[config.mk]
export PLATFORM = sky130hd
export DESIGN_NAME = multicycle_controller_flat
export DESIGN_NICKNAME = d
export VERILOG_FILES = /design/src/rtl/rv_ctrl_pkg.sv /design/src/rtl/multicycle_controller_if.sv /design/src/rtl/alu_decoder.sv /design/src/rtl/multicycle_controller.sv /design/src/flat_wrapper.sv
export SDC_FILE = /design/constraint.sdc
export NUM_CORES = 1
export LEC_CHECK = 0
export CAP_MARGIN = 10
export CORE_MARGIN = 2
export CORE_UTILIZATION = 29
export DETAILED_ROUTE_END_ITERATION = 10
export HOLD_SLACK_MARGIN = 0.1
export PLACE_DENSITY = 0.52
export REMOVE_ABC_BUFFERS = 1
export SLEW_MARGIN = 20
export SYNTH_ARGS = -nofsm -noshare
export SYNTH_HDL_FRONTEND = slang
export SYNTH_HIERARCHICAL = 1
export SYNTH_SLANG_ARGS = --single-unit
[constraint.sdc]
create_clock -name clk -period 2.25 [get_ports clk]
set_clock_uncertainty 0.05 [all_clocks]
set_input_delay 0.45 -clock clk [delete_from_list [all_inputs] [get_ports clk]]
set_output_delay 0.45 -clock clk [all_outputs]
set_load 0.01 [all_outputs]
[src/rtl/rv_ctrl_pkg.sv]
// Shared encodings for the multi-cycle RV32I controller: FSM states, opcodes,
// datapath select codes and the per-state Moore control word.
package rv_ctrl_pkg;

   typedef enum logic [3:0] {
      FETCH,
      DECODE,
      MEMADR,
      MEMREAD,
      MEMWB,
      MEMWRITE,
      EXECR,
      EXECI,
      ALUWB,
      BRANCH,
      JAL,
      JALR,
      JALLINK,
      LUI
   } state_t;

   localparam logic [6:0] OP_LOAD   = 7'b0000011;
   localparam logic [6:0] OP_STORE  = 7'b0100011;
   localparam logic [6:0] OP_RTYPE  = 7'b0110011;
   localparam logic [6:0] OP_ITYPE  = 7'b0010011;
   localparam logic [6:0] OP_BRANCH = 7'b1100011;
   localparam logic [6:0] OP_JAL    = 7'b1101111;
   localparam logic [6:0] OP_JALR   = 7'b1100111;
   localparam logic [6:0] OP_LUI    = 7'b0110111;

   localparam logic [1:0] RES_ALUOUT    = 2'b00;
   localparam logic [1:0] RES_DATA      = 2'b01;
   localparam logic [1:0] RES_ALURESULT = 2'b10;
   localparam logic [1:0] RES_IMMEXT    = 2'b11;

   localparam logic [1:0] SRCA_PC    = 2'b00;
   localparam logic [1:0] SRCA_OLDPC = 2'b01;
   localparam logic [1:0] SRCA_RD1   = 2'b10;

   localparam logic [1:0] SRCB_RD2  = 2'b00;
   localparam logic [1:0] SRCB_IMM  = 2'b01;
   localparam logic [1:0] SRCB_FOUR = 2'b10;

   localparam logic [2:0] ALU_ADD = 3'b000;
   localparam logic [2:0] ALU_SUB = 3'b001;
   localparam logic [2:0] ALU_AND = 3'b010;
   localparam logic [2:0] ALU_OR  = 3'b011;
   localparam logic [2:0] ALU_SLT = 3'b100;
   localparam logic [2:0] ALU_XOR = 3'b101;

   localparam logic [2:0] IMM_I = 3'b000;
   localparam logic [2:0] IMM_S = 3'b001;
   localparam logic [2:0] IMM_B = 3'b010;
   localparam logic [2:0] IMM_J = 3'b011;
   localparam logic [2:0] IMM_U = 3'b100;

   localparam logic [1:0] ALUOP_ADD   = 2'b00;
   localparam logic [1:0] ALUOP_SUB   = 2'b01;
   localparam logic [1:0] ALUOP_FUNCT = 2'b10;

   typedef struct packed {
      logic       pc_write;
      logic       adr_src;
      logic       mem_write;
      logic       mem_req;
      logic       reg_write;
      logic [1:0] result_src;
      logic [1:0] alu_src_a;
      logic [1:0] alu_src_b;
      logic [1:0] alu_op;
      logic [2:0] imm_src;
   } ctrl_t;

   // Pure state decode; the mem_ready/Zero-qualified strobes are added in the top.
   function automatic ctrl_t state_ctrl(state_t s, logic op_b5);
      ctrl_t c;
      c = '0;
      case (s)
         FETCH: begin
            c.mem_req    = 1'b1;
            c.alu_src_b  = SRCB_FOUR;
            c.result_src = RES_ALURESULT;
         end
         DECODE: begin
            c.alu_src_a = SRCA_OLDPC;
            c.alu_src_b = SRCB_IMM;
            c.imm_src   = IMM_B;
         end
         MEMADR: begin
            c.alu_src_a = SRCA_RD1;
            c.alu_src_b = SRCB_IMM;
            c.imm_src   = op_b5 ? IMM_S : IMM_I;
         end
         MEMREAD: begin
            c.mem_req = 1'b1;
            c.adr_src = 1'b1;
         end
         MEMWB: begin
            c.result_src = RES_DATA;
            c.reg_write  = 1'b1;
         end
         MEMWRITE: begin
            c.mem_req   = 1'b1;
            c.adr_src   = 1'b1;
            c.mem_write = 1'b1;
         end
         EXECR: begin
            c.alu_src_a = SRCA_RD1;
            c.alu_src_b = SRCB_RD2;
            c.alu_op    = ALUOP_FUNCT;
         end
         EXECI: begin
            c.alu_src_a = SRCA_RD1;
            c.alu_src_b = SRCB_IMM;
            c.imm_src   = IMM_I;
            c.alu_op    = ALUOP_FUNCT;
         end
         ALUWB: begin
            c.result_src = RES_ALUOUT;
            c.reg_write  = 1'b1;
         end
         BRANCH: begin
            c.alu_src_a  = SRCA_RD1;
            c.alu_src_b  = SRCB_RD2;
            c.alu_op     = ALUOP_SUB;
            c.result_src = RES_ALUOUT;
         end
         JAL: begin
            c.alu_src_a  = SRCA_OLDPC;
            c.alu_src_b  = SRCB_IMM;
            c.imm_src    = IMM_J;
            c.result_src = RES_ALURESULT;
            c.pc_write   = 1'b1;
         end
         JALR: begin
            c.alu_src_a  = SRCA_RD1;
            c.alu_src_b  = SRCB_IMM;
            c.imm_src    = IMM_I;
            c.result_src = RES_ALURESULT;
            c.pc_write   = 1'b1;
         end
         JALLINK: begin
            c.alu_src_a  = SRCA_OLDPC;
            c.alu_src_b  = SRCB_FOUR;
            c.result_src = RES_ALURESULT;
            c.reg_write  = 1'b1;
         end
         LUI: begin
            c.result_src = RES_IMMEXT;
            c.imm_src    = IMM_U;
            c.reg_write  = 1'b1;
         end
         default: c = '0;
      endcase
      return c;
   endfunction

endpackage

[src/rtl/multicycle_controller_if.sv]
// Controller <-> datapath bundle: instruction fields and status in, control lines out.
interface multicycle_controller_if;
   logic [6:0] Op;
   logic [2:0] Func3;
   logic [6:0] Func7;
   logic       Zero;
   logic       Neg;
   logic       mem_ready;
   logic       PCWrite;
   logic       AdrSrc;
   logic       MemWrite;
   logic       MemReq;
   logic       IRWrite;
   logic       RegWrite;
   logic [1:0] ResultSrc;
   logic [1:0] ALUSrcA;
   logic [1:0] ALUSrcB;
   logic [2:0] ALUControl;
   logic [2:0] ImmSrc;
   logic       IllegalOp;

   modport master (
      input  Op, Func3, Func7, Zero, Neg, mem_ready,
      output PCWrite, AdrSrc, MemWrite, MemReq, IRWrite, RegWrite,
             ResultSrc, ALUSrcA, ALUSrcB, ALUControl, ImmSrc, IllegalOp
   );

   modport slave (
      output Op, Func3, Func7, Zero, Neg, mem_ready,
      input  PCWrite, AdrSrc, MemWrite, MemReq, IRWrite, RegWrite,
             ResultSrc, ALUSrcA, ALUSrcB, ALUControl, ImmSrc, IllegalOp
   );
endinterface

[src/rtl/alu_decoder.sv]
// Maps the FSM's ALUOp plus Func3/Func7 to the shared ALU's operation code.
module alu_decoder
   import rv_ctrl_pkg::*;
(
   input  logic [1:0] alu_op,
   input  logic [2:0] func3,
   input  logic       func7_b5,
   input  logic       op_b5,
   output logic [2:0] alu_control
);

   always_comb begin
      alu_control = ALU_ADD;
      case (alu_op)
         ALUOP_SUB: alu_control = ALU_SUB;
         ALUOP_FUNCT: begin
            case (func3)
               // Func7[5] only means sub for R-type; for I-type it is immediate bits.
               3'b000:  alu_control = (op_b5 && func7_b5) ? ALU_SUB : ALU_ADD;
               3'b111:  alu_control = ALU_AND;
               3'b110:  alu_control = ALU_OR;
               3'b010:  alu_control = ALU_SLT;
               3'b100:  alu_control = ALU_XOR;
               default: alu_control = ALU_ADD;
            endcase
         end
         default: alu_control = ALU_ADD;
      endcase
   end

endmodule

[src/rtl/multicycle_controller.sv]
// Multi-cycle RV32I control FSM: sequences fetch/decode/execute/writeback over
// a shared ALU and unified memory, stalling on mem_ready.
module multicycle_controller
   import rv_ctrl_pkg::*;
(
   input logic                    clk,
   input logic                    rst,
   multicycle_controller_if.master bus
);

   state_t     state;
   state_t     state_next;
   ctrl_t      ctrl_q;
   ctrl_t      ctrl_next;
   logic       illegal;
   logic       branch_taken;
   logic [1:0] alu_op;
   logic [2:0] alu_control;

   always_comb begin
      illegal    = 1'b0;
      state_next = state;
      case (state)
         FETCH:    if (bus.mem_ready) state_next = DECODE;
         DECODE: begin
            case (bus.Op)
               OP_LOAD, OP_STORE: state_next = MEMADR;
               OP_RTYPE:          state_next = EXECR;
               OP_ITYPE:          state_next = EXECI;
               OP_BRANCH:         state_next = BRANCH;
               OP_JAL:            state_next = JAL;
               OP_JALR:           state_next = JALR;
               OP_LUI:            state_next = LUI;
               default: begin
                  state_next = FETCH;
                  illegal    = 1'b1;
               end
            endcase
         end
         MEMADR:   state_next = bus.Op[5] ? MEMWRITE : MEMREAD;
         MEMREAD:  if (bus.mem_ready) state_next = MEMWB;
         MEMWRITE: if (bus.mem_ready) state_next = FETCH;
         EXECR, EXECI: state_next = ALUWB;
         JAL, JALR:    state_next = JALLINK;
         default:      state_next = FETCH;
      endcase
      ctrl_next = state_ctrl(state_next, bus.Op[5]);
   end

   // Control word is registered from the next state, so ctrl_q always equals
   // the Moore decode of the current state register.
   always_ff @(posedge clk) begin
      if (rst) begin
         state  <= FETCH;
         ctrl_q <= state_ctrl(FETCH, 1'b0);
      end else begin
         state  <= state_next;
         ctrl_q <= ctrl_next;
      end
   end

   always_comb begin
      case (bus.Func3)
         3'b000:  branch_taken = bus.Zero;
         3'b001:  branch_taken = !bus.Zero;
         3'b100:  branch_taken = bus.Neg;
         3'b101:  branch_taken = !bus.Neg;
         default: branch_taken = 1'b0;
      endcase
   end

   assign alu_op = rst ? ALUOP_ADD : ctrl_q.alu_op;

   alu_decoder u_alu_decoder (
      .alu_op      (alu_op),
      .func3       (bus.Func3),
      .func7_b5    (bus.Func7[5]),
      .op_b5       (bus.Op[5]),
      .alu_control (alu_control)
   );

   // Reset forces every output low in the same cycle, so a reset landing on a
   // memory handshake never produces a partial write.
   assign bus.PCWrite    = !rst && (ctrl_q.pc_write
                                    || (state == FETCH  && bus.mem_ready)
                                    || (state == BRANCH && branch_taken));
   assign bus.IRWrite    = !rst && state == FETCH && bus.mem_ready;
   assign bus.IllegalOp  = !rst && illegal;
   assign bus.AdrSrc     = !rst && ctrl_q.adr_src;
   assign bus.MemWrite   = !rst && ctrl_q.mem_write;
   assign bus.MemReq     = !rst && ctrl_q.mem_req;
   assign bus.RegWrite   = !rst && ctrl_q.reg_write;
   assign bus.ResultSrc  = rst ? '0 : ctrl_q.result_src;
   assign bus.ALUSrcA    = rst ? '0 : ctrl_q.alu_src_a;
   assign bus.ALUSrcB    = rst ? '0 : ctrl_q.alu_src_b;
   assign bus.ImmSrc     = rst ? '0 : ctrl_q.imm_src;
   assign bus.ALUControl = alu_control;

endmodule

[src/flat_wrapper.sv]
// flat-port wrapper written by rule: the top's interface ports become plain ports
module multicycle_controller_flat import rv_ctrl_pkg::*;
  (clk, rst, bus_Op, bus_Func3, bus_Func7, bus_Zero, bus_Neg, bus_mem_ready, bus_PCWrite, bus_AdrSrc, bus_MemWrite, bus_MemReq, bus_IRWrite, bus_RegWrite, bus_ResultSrc, bus_ALUSrcA, bus_ALUSrcB, bus_ALUControl, bus_ImmSrc, bus_IllegalOp);
  multicycle_controller_if bus_i ();
  input logic clk;
  input logic rst;
  input wire logic [$bits(bus_i.Op)-1:0] bus_Op;
  input wire logic [$bits(bus_i.Func3)-1:0] bus_Func3;
  input wire logic [$bits(bus_i.Func7)-1:0] bus_Func7;
  input wire logic [$bits(bus_i.Zero)-1:0] bus_Zero;
  input wire logic [$bits(bus_i.Neg)-1:0] bus_Neg;
  input wire logic [$bits(bus_i.mem_ready)-1:0] bus_mem_ready;
  output wire logic [$bits(bus_i.PCWrite)-1:0] bus_PCWrite;
  output wire logic [$bits(bus_i.AdrSrc)-1:0] bus_AdrSrc;
  output wire logic [$bits(bus_i.MemWrite)-1:0] bus_MemWrite;
  output wire logic [$bits(bus_i.MemReq)-1:0] bus_MemReq;
  output wire logic [$bits(bus_i.IRWrite)-1:0] bus_IRWrite;
  output wire logic [$bits(bus_i.RegWrite)-1:0] bus_RegWrite;
  output wire logic [$bits(bus_i.ResultSrc)-1:0] bus_ResultSrc;
  output wire logic [$bits(bus_i.ALUSrcA)-1:0] bus_ALUSrcA;
  output wire logic [$bits(bus_i.ALUSrcB)-1:0] bus_ALUSrcB;
  output wire logic [$bits(bus_i.ALUControl)-1:0] bus_ALUControl;
  output wire logic [$bits(bus_i.ImmSrc)-1:0] bus_ImmSrc;
  output wire logic [$bits(bus_i.IllegalOp)-1:0] bus_IllegalOp;
  assign bus_i.Op = bus_Op;
  assign bus_i.Func3 = bus_Func3;
  assign bus_i.Func7 = bus_Func7;
  assign bus_i.Zero = bus_Zero;
  assign bus_i.Neg = bus_Neg;
  assign bus_i.mem_ready = bus_mem_ready;
  assign bus_PCWrite = bus_i.PCWrite;
  assign bus_AdrSrc = bus_i.AdrSrc;
  assign bus_MemWrite = bus_i.MemWrite;
  assign bus_MemReq = bus_i.MemReq;
  assign bus_IRWrite = bus_i.IRWrite;
  assign bus_RegWrite = bus_i.RegWrite;
  assign bus_ResultSrc = bus_i.ResultSrc;
  assign bus_ALUSrcA = bus_i.ALUSrcA;
  assign bus_ALUSrcB = bus_i.ALUSrcB;
  assign bus_ALUControl = bus_i.ALUControl;
  assign bus_ImmSrc = bus_i.ImmSrc;
  assign bus_IllegalOp = bus_i.IllegalOp;
  multicycle_controller u_core (.clk(clk), .rst(rst), .bus(bus_i));
endmodule
== Word-level counts from Yosys, hierarchy flattened ==
Index checks and enable logic that the tools add are counted.

* Mux-type cells: 28
* Reduce and logical (&&, ||, !) cells: 33
* Eq/ne operators: 38

{| class="wikitable"
|+ Operator list
! operator !! count
|-
| $pmux W4 S7 || 2
|-
| $eq A4 B4 Y1 const B || 9
|-
| $eq A4 B3 Y1 const B || 7
|-
| $eq A7 B6 Y1 const B || 3
|-
| $eq A7 B7 Y1 const B || 3
|-
| $eq A4 B2 Y1 const B || 4
|-
| $pmux W3 S5 || 1
|-
| $reduce_or A2 Y1 || 7
|-
| $eq A3 B3 Y1 const B || 4
|-
| $mux W4 || 3
|-
| $pmux W2 S2 || 3
|-
| $pmux W3 S4 || 1
|-
| $logic_and A1 B1 Y1 || 11
|-
| $reduce_or A5 Y1 || 2
|-
| $mux W1 || 9
|-
| $eq A4 B1 Y1 const B || 2
|-
| $logic_not A4 Y1 || 2
|-
| $mux W2 || 4
|-
| $reduce_or A4 Y1 || 2
|-
| $reduce_or A8 Y1 || 1
|-
| $eq A7 B2 Y1 const B || 1
|-
| $eq A7 B5 Y1 const B || 1
|-
| $mux W3 || 2
|-
| $pmux W2 S3 || 1
|-
| other kinds (10) || 14
|}

* Input bits: 22
* Flip-flop bits (word level): 20
* Output and inout port bits: 19
* Logic and storage cells: 110

== Depth between registers and ports, before layout ==
* Word-level depth: 7
* Mapped depth: 7
* Gate-level depth less buffers: 5

== Cells and area by module ==
Netlist, hierarchy kept.

{| class="wikitable"
|+ Modules (own cells, without submodules)
! module !! area each (µm²) !! instances !! cells an instance !! sequential area each (µm²)
|-
| multicycle_controller || 1119.8 || 1 || 130 || 400.4
|-
| alu_decoder || 97.6 || 1 || 12 || 0.0
|}

== Worst setup path after synthesis ==
No wires, ideal clock.

* Kind: input-to-output
* Start: input bus_Op[4]
* End: output bus_IllegalOp
* Stages on the path: 5
* Buffers on the path: 0
* Required time: 1.750 ns
* Data arrival time: 1.551 ns
* Path slack: 0.199 ns
* Path through: nor2b_1 o21bai_1 a21oi_1 nor2b_1 a2111oi_0

* Cells in the longest elaborated chain, start to end: 5
* Elaborated cells between the ends (all ways): 12
* Classes of those cells: eq/ne: 8; mux: 2; reduce/logical: 2

{| class="wikitable"
|+ Ends and longest elaborated chain
! element !! line !! source
|-
| start: declaration || flat_wrapper.sv:7 || <nowiki>input wire logic [$bits(bus_i.Op)-1:0] bus_Op;</nowiki>
|-
| $eq A7 B2 Y1, or another cell as far along || multicycle_controller.sv:26 || <nowiki>case (bus.Op)</nowiki>
|-
| $reduce_or A8 Y1 (no line) (*) || n/a ||
|-
| $mux W1 (*) || multicycle_controller.sv:26 ||
|-
| $mux W1 (*) || multicycle_controller.sv:23 || <nowiki>case (state)</nowiki>
|-
| $logic_and A1 B1 Y1 (*) || multicycle_controller.sv:88 || <nowiki>assign bus.IllegalOp = !rst && illegal;</nowiki>
|-
| end: declaration || flat_wrapper.sv:24 || <nowiki>output wire logic [$bits(bus_i.IllegalOp)-1:0] bus_IllegalOp;</nowiki>
|}

Every way passes the cells marked *; elsewhere a longest branch is shown, timed or not.

== Worst setup path in the final report ==
* Start: input bus_mem_ready
* End: output bus_PCWrite

* Cells in the longest elaborated chain, start to end: 4

{| class="wikitable"
|+ Ends and longest elaborated chain
! element !! line !! source
|-
| start: declaration || flat_wrapper.sv:12 || <nowiki>input wire logic [$bits(bus_i.mem_ready)-1:0] bus_mem_ready;</nowiki>
|-
| $logic_and A1 B1 Y1 || multicycle_controller.sv:85 || <nowiki>|| (state == FETCH && bus.mem_ready)</nowiki>
|-
| $logic_or A1 B1 Y1 || multicycle_controller.sv:85 ||
|-
| $logic_or A1 B1 Y1 || multicycle_controller.sv:86 || <nowiki>|| (state == BRANCH && branch_taken));</nowiki>
|-
| $logic_and A1 B1 Y1 || multicycle_controller.sv:84 || <nowiki>assign bus.PCWrite = !rst && (ctrl_q.pc_write</nowiki>
|-
| end: declaration || flat_wrapper.sv:13 || <nowiki>output wire logic [$bits(bus_i.PCWrite)-1:0] bus_PCWrite;</nowiki>
|}

No other way between the ends.

==> results.cfg <==
[synth]
synth_top_cell_by_area = dfxtp_1
synth.distinct_cells = 49
synth_enable_flop_cells = 0
synth_top_area_frac = 0.329
ys_seq_area_frac = 0.329
async_reset_ff_frac = 0
ys_ff_latch = 20
synthCells = 142
yosys_warnings = 6
syn_area_um2 = 1220
yosysMostFrequentCell = nor2b_1
ys.flop_type = dfxtp_1
synth_top_cells_by_area = dfxtp_1 33%, nor2b_1 11%, nor2_1 3.7%, and3b_1 2.9%, nand2_1 2.8%
syn_area_per_cell_um2 = 8.57
synthTopCellsByCount = 21 x nor2b_1, 20 x dfxtp_1, 12 x nor2_1, 9 x nand2_1, 7 x inv_1

[worst_hold_path]
hold_path_depth = 2
hold_end = u_core/ctrl_q[13]
hp-start = u_core/state[3]
holdCritPathClass = flop to flop

[sta]
period_share = 0.985
period_minus_slack_ns = 2.22
setup_viol = 0
fin_ws_ns = 0.0337
hold_violations = 0
fmax_mhz = 451
maxSlewHeadroom = 0.717
drv_slew = 0
finalSetupTns_ns = 0
worstMarginPinSlew_ns = 0.420

[pwr]
p_per_area_nw_per_um2 = 463
finalPower_w = 0.000883
vdd_drop_max_uv = 229
power_leakage_nw = 0.804

[placement]
pre_cts_ws_ns = -0.664
post-dp-hpwl_mm = 2.64
gp_congestion = 0.792
io_buffers = 34
dp_cells = 252

[cts]
cts_buffers = 3
clock_path_buffers = 2
cts.sinks = 20
tritoncts = done
clkLatencyLatePin_ns = 0.26
path_clk_slew_ns = 0.07
root_buffer = clkbuf_8
htreeDepth = 1

[cells_and_area]
fill_cells = 429
drive_gt1_frac = 0.280
fin_nets = 232
antennaDiodeCount = 0
final-seq-area_um2 = 400
fin_util = 0.473
multi_input_area_um2 = 781
instances_no_fill = 257
area_growth_pct = 56.5

[worst_setup_path]
r2r_start = u_core/state[3]
cp_max_fo = 3
crit_family = buffers and inverters
r2r_slack_ns = 0.23
cp_data_arrival_time_ns = 1.72
rr_endpoint = u_core/ctrl_q[12]
crit_type = primary input to output port
cp-startpoint = bus_mem_ready
slowest_delay_ns = 0.48
slowest_stage = clkdlybuf4s50_1
start_kind = primary input
critical_path_buf_inv_count = 2
cp-end-kind = output port
cp.required_ns = 1.75
path_cells = clkdlybuf4s50_1, nand2_1, or3_4, a31oi_4, buf_2
reg2reg_depth = 7

[floorplan]
die_w_um = 68.8
ios = 41
die_y_um = 68.8
start_util = 0.302
dieArea_um2 = 4730
num_rows = 23
coreArea_um2 = 4030

[global_routing]
antenna_found_initial = 0
grt_pass1_vias = 1235
grt_use_total = 0.153
overflow = 0
grt_start_max_net_pins = 31
grt_pass1_wl_mm = 5.39

[flow_run]
drv_cap = 0

[route]
viasPerCell = 4.92
num_vias = 1264
wirelength_mm = 3.35
wire_per_inst_um = 13.0
drtPass1Iterations = 2
drcViolationCount = 0
ant_nets = 0
drt_iter0_drc = 18

[outcome]
status = finished clean
report_power, final:
part	leakage, nW	total, W	switching (W)	internal (W)
registers	0.163	0.000365	0.00000222	0.000362
logic	0.605	0.000154	0.0000694	0.0000850
clock network	0.0357	0.000364	0.000126	0.000238
registers in the layout, indices dropped and copies added (netlist names):
signal         flops
u_core/state       4
u_core/ctrl_q     16
metal layers:
metal,vias to the layer above,global-route usage,routed length [um],share of wire
met1,590,0.166,1440,0.43
met4,0,0.0613,51,0.015
met2,30,0.292,1710,0.51
met3,4,0.0244,140,0.042
li1,640,-,-,-
met5,-,0,0,0
cells by family after synthesis:
family,Yosys count,share of synthesized area
AND/OR/NAND/NOR,74,0.380
AO/OA/AOI/OAI,28,0.176
flip-flops,20,0.329
buffers and inverters,14,0.0648
XOR/XNOR,3,0.0216
adder cells (fa/ha/maj),2,0.0206
multiplexers,1,0.00822
how the worst max path moves through the flow:
stage                                to  depth (start not counted)
after floorplan           bus_IllegalOp                          5
after detailed placement  bus_IllegalOp                          7
after CTS                 bus_IllegalOp                          5
final                       bus_PCWrite                          5
after global placement    bus_IllegalOp                          7
after global routing        bus_PCWrite                          6
final cells by class:
class | count | area share
clock inverters | 1 | 0.0158
repair buffers | 68 | 0.296
inverters | 7 | 0.0138
flip-flops and latches | 20 | 0.210
clock buffers | 3 | 0.0217
well taps | 50 | 0.0328
multi-input cells | 108 | 0.410
through the flow:
stage / area [um^2] / hold WS [ns]
final: 1910 / 0.578
after CTS: 1890 / 0.580
after detailed placement: 1820 / 0.570
after global routing: 1910 / 0.640
after floorplan: 1160 / 0.469
after global placement: 1820 / 0.553
layout by cell type (no fill, tap or decap), types with 2 or more instances in the layout:
| cell | n |
|---|---|
| o21ai_0 | 5 |
| and3b_1 | 4 |
| buf_2 | 3 |
| nor3_1 | 3 |
| nor2b_1 | 19 |
| xnor2_1 | 2 |
| inv_1 | 7 |
| clkbuf_2 | 2 |
| o21a_1 | 2 |
| nand3_1 | 4 |
| clkdlybuf4s50_1 | 20 |
| nand4_1 | 2 |
| nor4_1 | 2 |
| ha_1 | 2 |
| a21oi_1 | 4 |
| dfxtp_1 | 20 |
| clkbuf_8 | 3 |
| buf_4 | 34 |
| dlygate4sd2_1 | 7 |
| nor2_1 | 12 |
| o211ai_1 | 3 |
| nand2_1 | 9 |
repair_timing:
item / in CTS / in global routing
setup endpoints to repair: 21 / 6
hold buffers: 0 / 0
pin swaps: 5 / 4
setup buffers: 1 / 0
resized for setup: 30 / 7
worst register-to-register path, cell delays in order, from the launching register on:
cell	delay, ns
dfxtp_1	0.32
buf_4	0.17
nor4b_4	0.38
o211ai_1	0.21
buf_4	0.19
and3_1	0.19
a41oi_1	0.31
nand2_1	0.09
Note: power is estimated with default switching activity, not from simulation.
